`config.mk`:
```
export PLATFORM = sky130hd
export DESIGN_NAME = imem_boot_loader
export DESIGN_NICKNAME = d
export VERILOG_FILES = /design/src/rtl/imem_boot_loader_pkg.sv /design/src/rtl/imem_boot_loader.sv
export SDC_FILE = /design/constraint.sdc
export NUM_CORES = 1
export LEC_CHECK = 0
export ABC_CLOCK_PERIOD_IN_PS = 3100
export CORE_MARGIN = 8
export CORE_UTILIZATION = 54
export CTS_BUF_LIST = sky130_fd_sc_hd__clkbuf_4
export DETAILED_ROUTE_END_ITERATION = 8
export PLACE_DENSITY = 0.9
export SETUP_SLACK_MARGIN = 0.05
export SYNTH_ARGS = -nofsm -noshare
export SYNTH_HDL_FRONTEND = slang
export SYNTH_SLANG_ARGS = --single-unit
```
`constraint.sdc`:
```
create_clock -name clk -period 3.1 [get_ports clk]
set_input_delay 0.93 -clock clk [delete_from_list [all_inputs] [get_ports clk]]
set_output_delay 0.93 -clock clk [all_outputs]
set_load 0.01 [all_outputs]
```
`src/rtl/imem_boot_loader_pkg.sv`:
```
// imem_boot_loader_pkg: shared state encoding and stream constants for the boot loader
package imem_boot_loader_pkg;
  typedef enum logic [2:0] {HDR0, HDR1, LOAD, CSUM, DONE, ERR} state_t;
  localparam int LANES = 4;
  localparam int HDR_BYTES = 2;
  localparam logic [7:0] CSUM_INIT = 8'h00;
endpackage

```
`src/rtl/imem_boot_loader.sv`:
```
// imem_boot_loader: decodes a length-prefixed byte stream into byte-lane imem writes with checksum gating of cpu_rst
module imem_boot_loader
  import imem_boot_loader_pkg::*;
#(
  parameter int MAX_WORDS = 512,
  parameter logic [31:0] BASE_ADDR = 32'h0000_0000
) (
  input  logic        clk,
  input  logic        rst,
  input  logic        rx_valid,
  input  logic [7:0]  rx_data,
  output logic        rx_ready,
  input  logic        start,
  output logic [3:0]  imem_we,
  output logic [31:0] imem_wr_addr,
  output logic [7:0]  imem_wr_data,
  output logic        cpu_rst,
  output logic        load_done,
  output logic        load_err,
  output logic [9:0]  words_loaded
);
  localparam int BW = $clog2(MAX_WORDS * LANES);
  localparam logic [15:0] MAX_LEN = 16'(MAX_WORDS);
  localparam logic [9:0] MAX_WL = 10'(MAX_WORDS);
  state_t state, state_nx;
  logic [7:0] len_lo, sum;
  logic [15:0] hdr_len;
  logic [BW-1:0] cnt, last_q;
  logic acc, pay, rearm;
  assign hdr_len = {rx_data, len_lo};
  assign rx_ready = !rst && state != DONE && state != ERR;
  assign acc = rx_valid && rx_ready;
  assign pay = acc && state == LOAD;
  assign rearm = start && (state == DONE || state == ERR);
  always_comb begin
    state_nx = state;
    case (state)
      HDR0: state_nx = acc ? HDR1 : HDR0;
      HDR1: state_nx = !acc ? HDR1 : hdr_len > MAX_LEN ? ERR : hdr_len == 16'd0 ? CSUM : LOAD;
      LOAD: state_nx = (pay && cnt == last_q) ? CSUM : LOAD;
      CSUM: state_nx = !acc ? CSUM : rx_data == sum ? DONE : ERR;
      DONE: state_nx = start ? HDR0 : DONE;
      ERR:  state_nx = start ? HDR0 : ERR;
      default: state_nx = HDR0;
    endcase
  end
  always_ff @(posedge clk) begin
    if (rst) begin
      state <= HDR0;
      len_lo <= 8'd0;
      last_q <= '0;
      cnt <= '0;
      sum <= CSUM_INIT;
      imem_we <= 4'b0000;
      imem_wr_addr <= BASE_ADDR;
      imem_wr_data <= 8'd0;
      cpu_rst <= 1'b1;
      load_done <= 1'b0;
      load_err <= 1'b0;
      words_loaded <= 10'd0;
    end else begin
      state <= state_nx;
      imem_we <= pay ? 4'b0001 << cnt[1:0] : 4'b0000;
      cpu_rst <= state_nx != DONE;
      load_done <= state_nx == DONE;
      load_err <= state_nx == ERR;
      if (acc && state == HDR0) len_lo <= rx_data;
      // index of the final payload byte, 4N-1; only meaningful once N passed the length check
      if (acc && state == HDR1) last_q <= BW'({hdr_len, 2'b00} - 18'd1);
      if (pay) begin
        cnt <= cnt + 1'b1;
        sum <= sum + rx_data;
        imem_wr_data <= rx_data;
        imem_wr_addr <= BASE_ADDR + 32'({cnt[BW-1:2], 2'b00});
        if (cnt[1:0] == 2'd3 && words_loaded != MAX_WL) words_loaded <= words_loaded + 10'd1;
      end
      if (rearm) begin
        cnt <= '0;
        sum <= CSUM_INIT;
        words_loaded <= 10'd0;
      end
    end
  end
endmodule
```
---- Word level (Yosys, flattened, before mapping) ----
Cells that the tools add are included.
word-level totals
  bits in registers ....................... 75
  bits in latches ......................... 0
  bits in writable memories ............... 0
  memory bits (read-only) ................. 0
  memories ................................ 0
cells by class
  add/sub/neg operators ................... 4
  $mul .................................... 0
  divide/modulo/power cells ............... 0
  $lt $le $gt $ge ......................... 1
  eq/ne operators ......................... 14
  shift operators ......................... 1
  muxes and demuxes ....................... 10
  bitwise logic cells ..................... 1
  reduce and logical (&&, ||, !) cells .... 16
operators with widths
  cell                                                                     count
  3-bit case mux with 6 select lines                                       1
  16-bit by 10-bit > comparator with 1-bit output (second input constant)  1
  16-bit logical NOT                                                       1
  3-bit two-way mux                                                        5
  3-bit equality test (second input constant)                              4
  11-bit by 1-bit adder with 11-bit output (second input constant)         1
  11-bit equality test                                                     1
  11-bit by 1-bit subtractor with 11-bit output (second input constant)    1
  10-bit by 1-bit adder with 10-bit output (second input constant)         1
  10-bit != test (second input constant)                                   1
  1-bit logical AND                                                        9
  3-bit != test (second input constant)                                    3
  8-bit adder                                                              1
  8-bit equality test                                                      1
  3-bit by 2-bit equality test with 1-bit output (second input constant)   2
  1-bit two-way mux                                                        4
  2-bit OR reduction                                                       2
  1-bit by 2-bit left shift with 4-bit output (first input constant)       1
  3-bit by 1-bit equality test with 1-bit output (second input constant)   1
  3-bit logical NOT                                                        1
  2-bit equality test (second input constant)                              1
  2-bit AND reduction                                                      1
  1-bit logical NOT                                                        1
  1-bit logical OR                                                         1
  1-bit NOT                                                                1

---- Longest topological paths before layout ----
Gate-level depths: netlist of the first run.
  depth after elaboration ................. 9
  depth in mapped cells ................... 9
  depth with buffers taken out ............ 9

---- Worst setup path after synthesis of the first run ----
OpenSTA, ideal clock, no wires.
  kind .................................... in2out
  start ................................... input rst
  end ..................................... output rx_ready
  arrival ................................. 1.756 ns
  data required time ...................... 2.170 ns
  path slack .............................. 0.414 ns
  stages .................................. 4
  cell sequence ........................... buf_2 -> clkbuf_1 -> buf_1 -> nor2_1
on the way
  longest elaborated chain between the ends .. 3
ends and longest elaborated chain
  item                            line                    RTL
  from (decl)                     imem_boot_loader.sv:9   input logic rst,
  1-bit logical NOT               imem_boot_loader.sv:31  assign rx_ready = !rst && state != DONE && state != ERR;
  1-bit logical AND (2 in a row)  imem_boot_loader.sv:31
  to (decl)                       imem_boot_loader.sv:12  output logic rx_ready,
Every way passes these cells.

---- Final worst setup path of the first run ----
  start ................................... input rx_data[0]
  end ..................................... register load_done
on the way
  longest elaborated chain between the ends .. 6
  elaborated cells between the ends (all ways) .. 10
  classes of those cells .................. order compare (1); eq/ne (2); mux (6); reduce/logical (1)
ends and longest elaborated chain
  item                                                                                     line                    RTL
  from (decl)                                                                              imem_boot_loader.sv:11  input logic [7:0] rx_data,
  branches (longest 4 deep; another with 16-bit by 10-bit > comparator with 1-bit output)  --
  3-bit case mux with 6 select lines *                                                     imem_boot_loader.sv:37  case (state)
  3-bit equality test *                                                                    imem_boot_loader.sv:65  load_done <= state_nx == DONE;
  to (signal assigned)                                                                     imem_boot_loader.sv:58  load_done <= 1'b0;
  to (signal assigned)                                                                     imem_boot_loader.sv:65
  to (decl)                                                                                imem_boot_loader.sv:18  output logic load_done,
Every way passes the cells marked *.
A chain may end at the register's enable or synchronous reset.

==> results.md, run 1 <==
- Endpoints failing setup: 0
- DR WL/cell: between 10 and 15 um
- Most frequent CP cell: or3_1
- Final hold violations: 0
- Critical Path, Cell by Cell: clkdlybuf4s50_1 -> or3_1 -> or4_1 -> xnor2_1 -> or3_1 -> a31oi_1 -> and2_1
- Layout Nets: 502
- Clock Sinks: 74
- Number of enable flip-flop cells after synthesis: 0
- Pin count of the biggest net entering global routing: 34
- Crit Path Category: input pin to flip-flop
- Met1 Use GR: around a fifth
- CTS tree: yes
- Number of synthesized register bits: 74
- HP Class: flip-flop to flip-flop
- Vias: around 3,000
- Final worst path period share: between 80% and 90%
- Layout cells sized above 1: 7.25%
- Vias in the first global route: 2,916
- First-pass GRT wire length: 13,500 um
- Top Family by Delay on Critical Path: simple AND/OR/NAND/NOR gates
- Antenna violations before repair: 0
- Worst Path Required: 3.46 ns
- Post-Syn Area: 3570 um2
- Dpl hpwl: 5910 um
- Initial Util: between 50% and 60%
- R2R Setup Slk: 0.56 ns
- Synth-to-layout area growth: 18.0%
- Clk slew on worst S/H paths: 0.11 ns
- Gr usage total: 16.8%
- Status: completed
- Met3 Usage GRT: ~5.7%
- Crit start category: input pin
- DR DRC count: 0
- Row cnt: 29
- Die H: roughly 97 um
- Fin crit period: 2.71 ns
- H-Tree Depth: 3
- CP max FO: 4
- Post-route insts no fill: 560
- Ys flop type: dfxtp_1
- Number of iterations in the first detailed-routing pass: 5
- # resized after CTS: 0
- Post-synthesis sequential area ratio: 41.5%
- Count of cell types in the netlist: 43
- Setup Fix Bufs, Post-CTS: 0
- CTS Buf Count: 9
- Synth warnings: 0
- Final ANT Viol Nets: 0
- # hold bufs at CTS: 0
- Mean Syn Cell Area: 8.37 um2
- GRT overflow: 0
- IO Port Bufs: 46
- Hold slack: 0.461 ns
- Critical Path Max Stage Delay: 0.46 ns
- Antenna diodes: 0
- Clock root cell: clkbuf_4
- FFs w/ async S/R, synth: 0%
- WL final: roughly 7800 um
- CTS max path bufs: 2
- Busiest layer in global routing: met2
- CP endpoint kind: flip-flop
- Worst Path Arrival: 3.08 ns
- Leak pwr: 1.64 nW
- Power density over cell area: 404 nW/um2
- Max-Cap Viols: 0
- Max-slew violations: 0
- Worst skew pair latency: 0.42 ns
- DP Cell Count: 544
- Vias per cell: 5.41
- Design Power: 1.70 mW
- Met2 usage: 26.9%
- Syn Inst Count: 427
- CP Buf/Inv Count: 1
- Maximum achievable frequency: 369 MHz
- Largest vdd supply drop: around 0.28 mV
- Die span in x: 97.3 um
- Die area: 9470 um2
- Core area: roughly 6400 um2
- Fill cell count: around 530
- Gpl congestion: ~0.88
- RSZ-0062 raised after global routing: false
- Clock skew: 0.00976 ns
- Crit path max-delay cell type: or4_1
- Setup TNS: 0 ns
- IO Pins: 70
- Layout Utilization: 66.0%
- DRT iter0 DRCs: between 200 and 250
## cells by family after synthesis
group	share of synthesized area [%]
AO/OA/AOI/OAI	10.8
XOR/XNOR	9.56
adder cells (fa/ha/maj)	4.41
buffers and inverters	7.92
flip-flops	41.5
multiplexers	0.560
other	0.105
AND/OR/NAND/NOR	25.1
## power breakdown
part | internal, mW | total, mW | switching (mW)
combinational | 0.0629 | 0.153 | 0.0897
sequential | 0.962 | 0.974 | 0.0126
clock | 0.249 | 0.576 | 0.328
## registers in the layout, indices dropped and copies added (netlist names)
register      count
cnt              11
last_q           10
words_loaded     10
imem_wr_addr      9
imem_wr_data      8
len_lo            8
sum               8
imem_we           4
state             3
cpu_rst           1
load_done         1
load_err          1
## tightest hold or removal path, stage by stage (launching register included)
cell     delay, ns
dfxtp_1       0.33
nand2_1       0.05
a21oi_1       0.05
## metal layers
layer / share of wire, % / routed length, um
met2: 48 / 3730
met1: 43 / 3330
met4: 2.0 / 157
met3: 7.3 / 568
met5: 0 / 0
## placed cells by master, fill, tap and decap left out, types with 11 or more instances in the layout
master           count
nand3_1             15
ha_1                11
xnor2_1             18
nor2_1              40
dfxtp_1             74
conb_1              23
buf_4               15
xor2_1              21
clkdlybuf4s50_1     45
nand2_1             70
a21oi_1             39
## synthesized netlist by cell type (all sizes together), types with 2 or more instances
master,n,area (um2)
a211oi,10,75.1
a21o,3,22.5
a21oi,39,195
a221oi,2,17.5
a31oi,2,12.5
and3,4,25.0
and4,2,17.5
buf,25,181
clkbuf,18,67.6
dfxtp,74,1480
ha,11,138
inv,9,33.8
mux2i,2,20.0
nand2,70,263
nand2b,3,18.8
nand3,15,75.1
nand4,9,71.3
nor2,42,163
nor2b,4,25.0
nor3,10,50.1
nor3b,4,30.0
nor4,4,40.0
nor4b,2,32.5
o21ai,8,40.0
or3,6,37.5
xnor2,18,158
xor2,21,184
## path summary, 6_finish.rpt
path,start,end,depth (start not counted)
min reg2reg,imem_wr_data[6],imem_wr_data[6],2
max,rx_data[0],load_done,7
max reg2reg,len_lo[0],load_done,8
min,imem_wr_data[6],imem_wr_data[6],2
## area by class of cell
type,count,area [um2],share of cell area (%)
tap,77,96.3,2.29
multi-input combinational,323,1900,45.0
sequential,74,1480,35.1
timing repair buffer,61,576,13.7
inverter,9,33.8,0.801
clock buffer,10,75.1,1.78
clock inverter,6,57.6,1.37
## stage by stage
stage / setup WS, ns / cell area (um2)
2_1_floorplan: 0.414 / 3650
3_3_place_gp: 0.00880 / 4080
3_5_place_dp: -0.0238 / 4080
4_1_cts: 0.0588 / 4210
5_1_grt: 0.300 / 4220
6_report: 0.387 / 4220
Note: power is estimated with default switching activity, not from simulation.
==> run 2: changes to the inputs <==
Settings changed: CAP_MARGIN from default to 20, HOLD_SLACK_MARGIN from default to 0.12.
==> results of run 2 <==
Same layout as run 1: the final DEF is identical, and so are final timing and power.
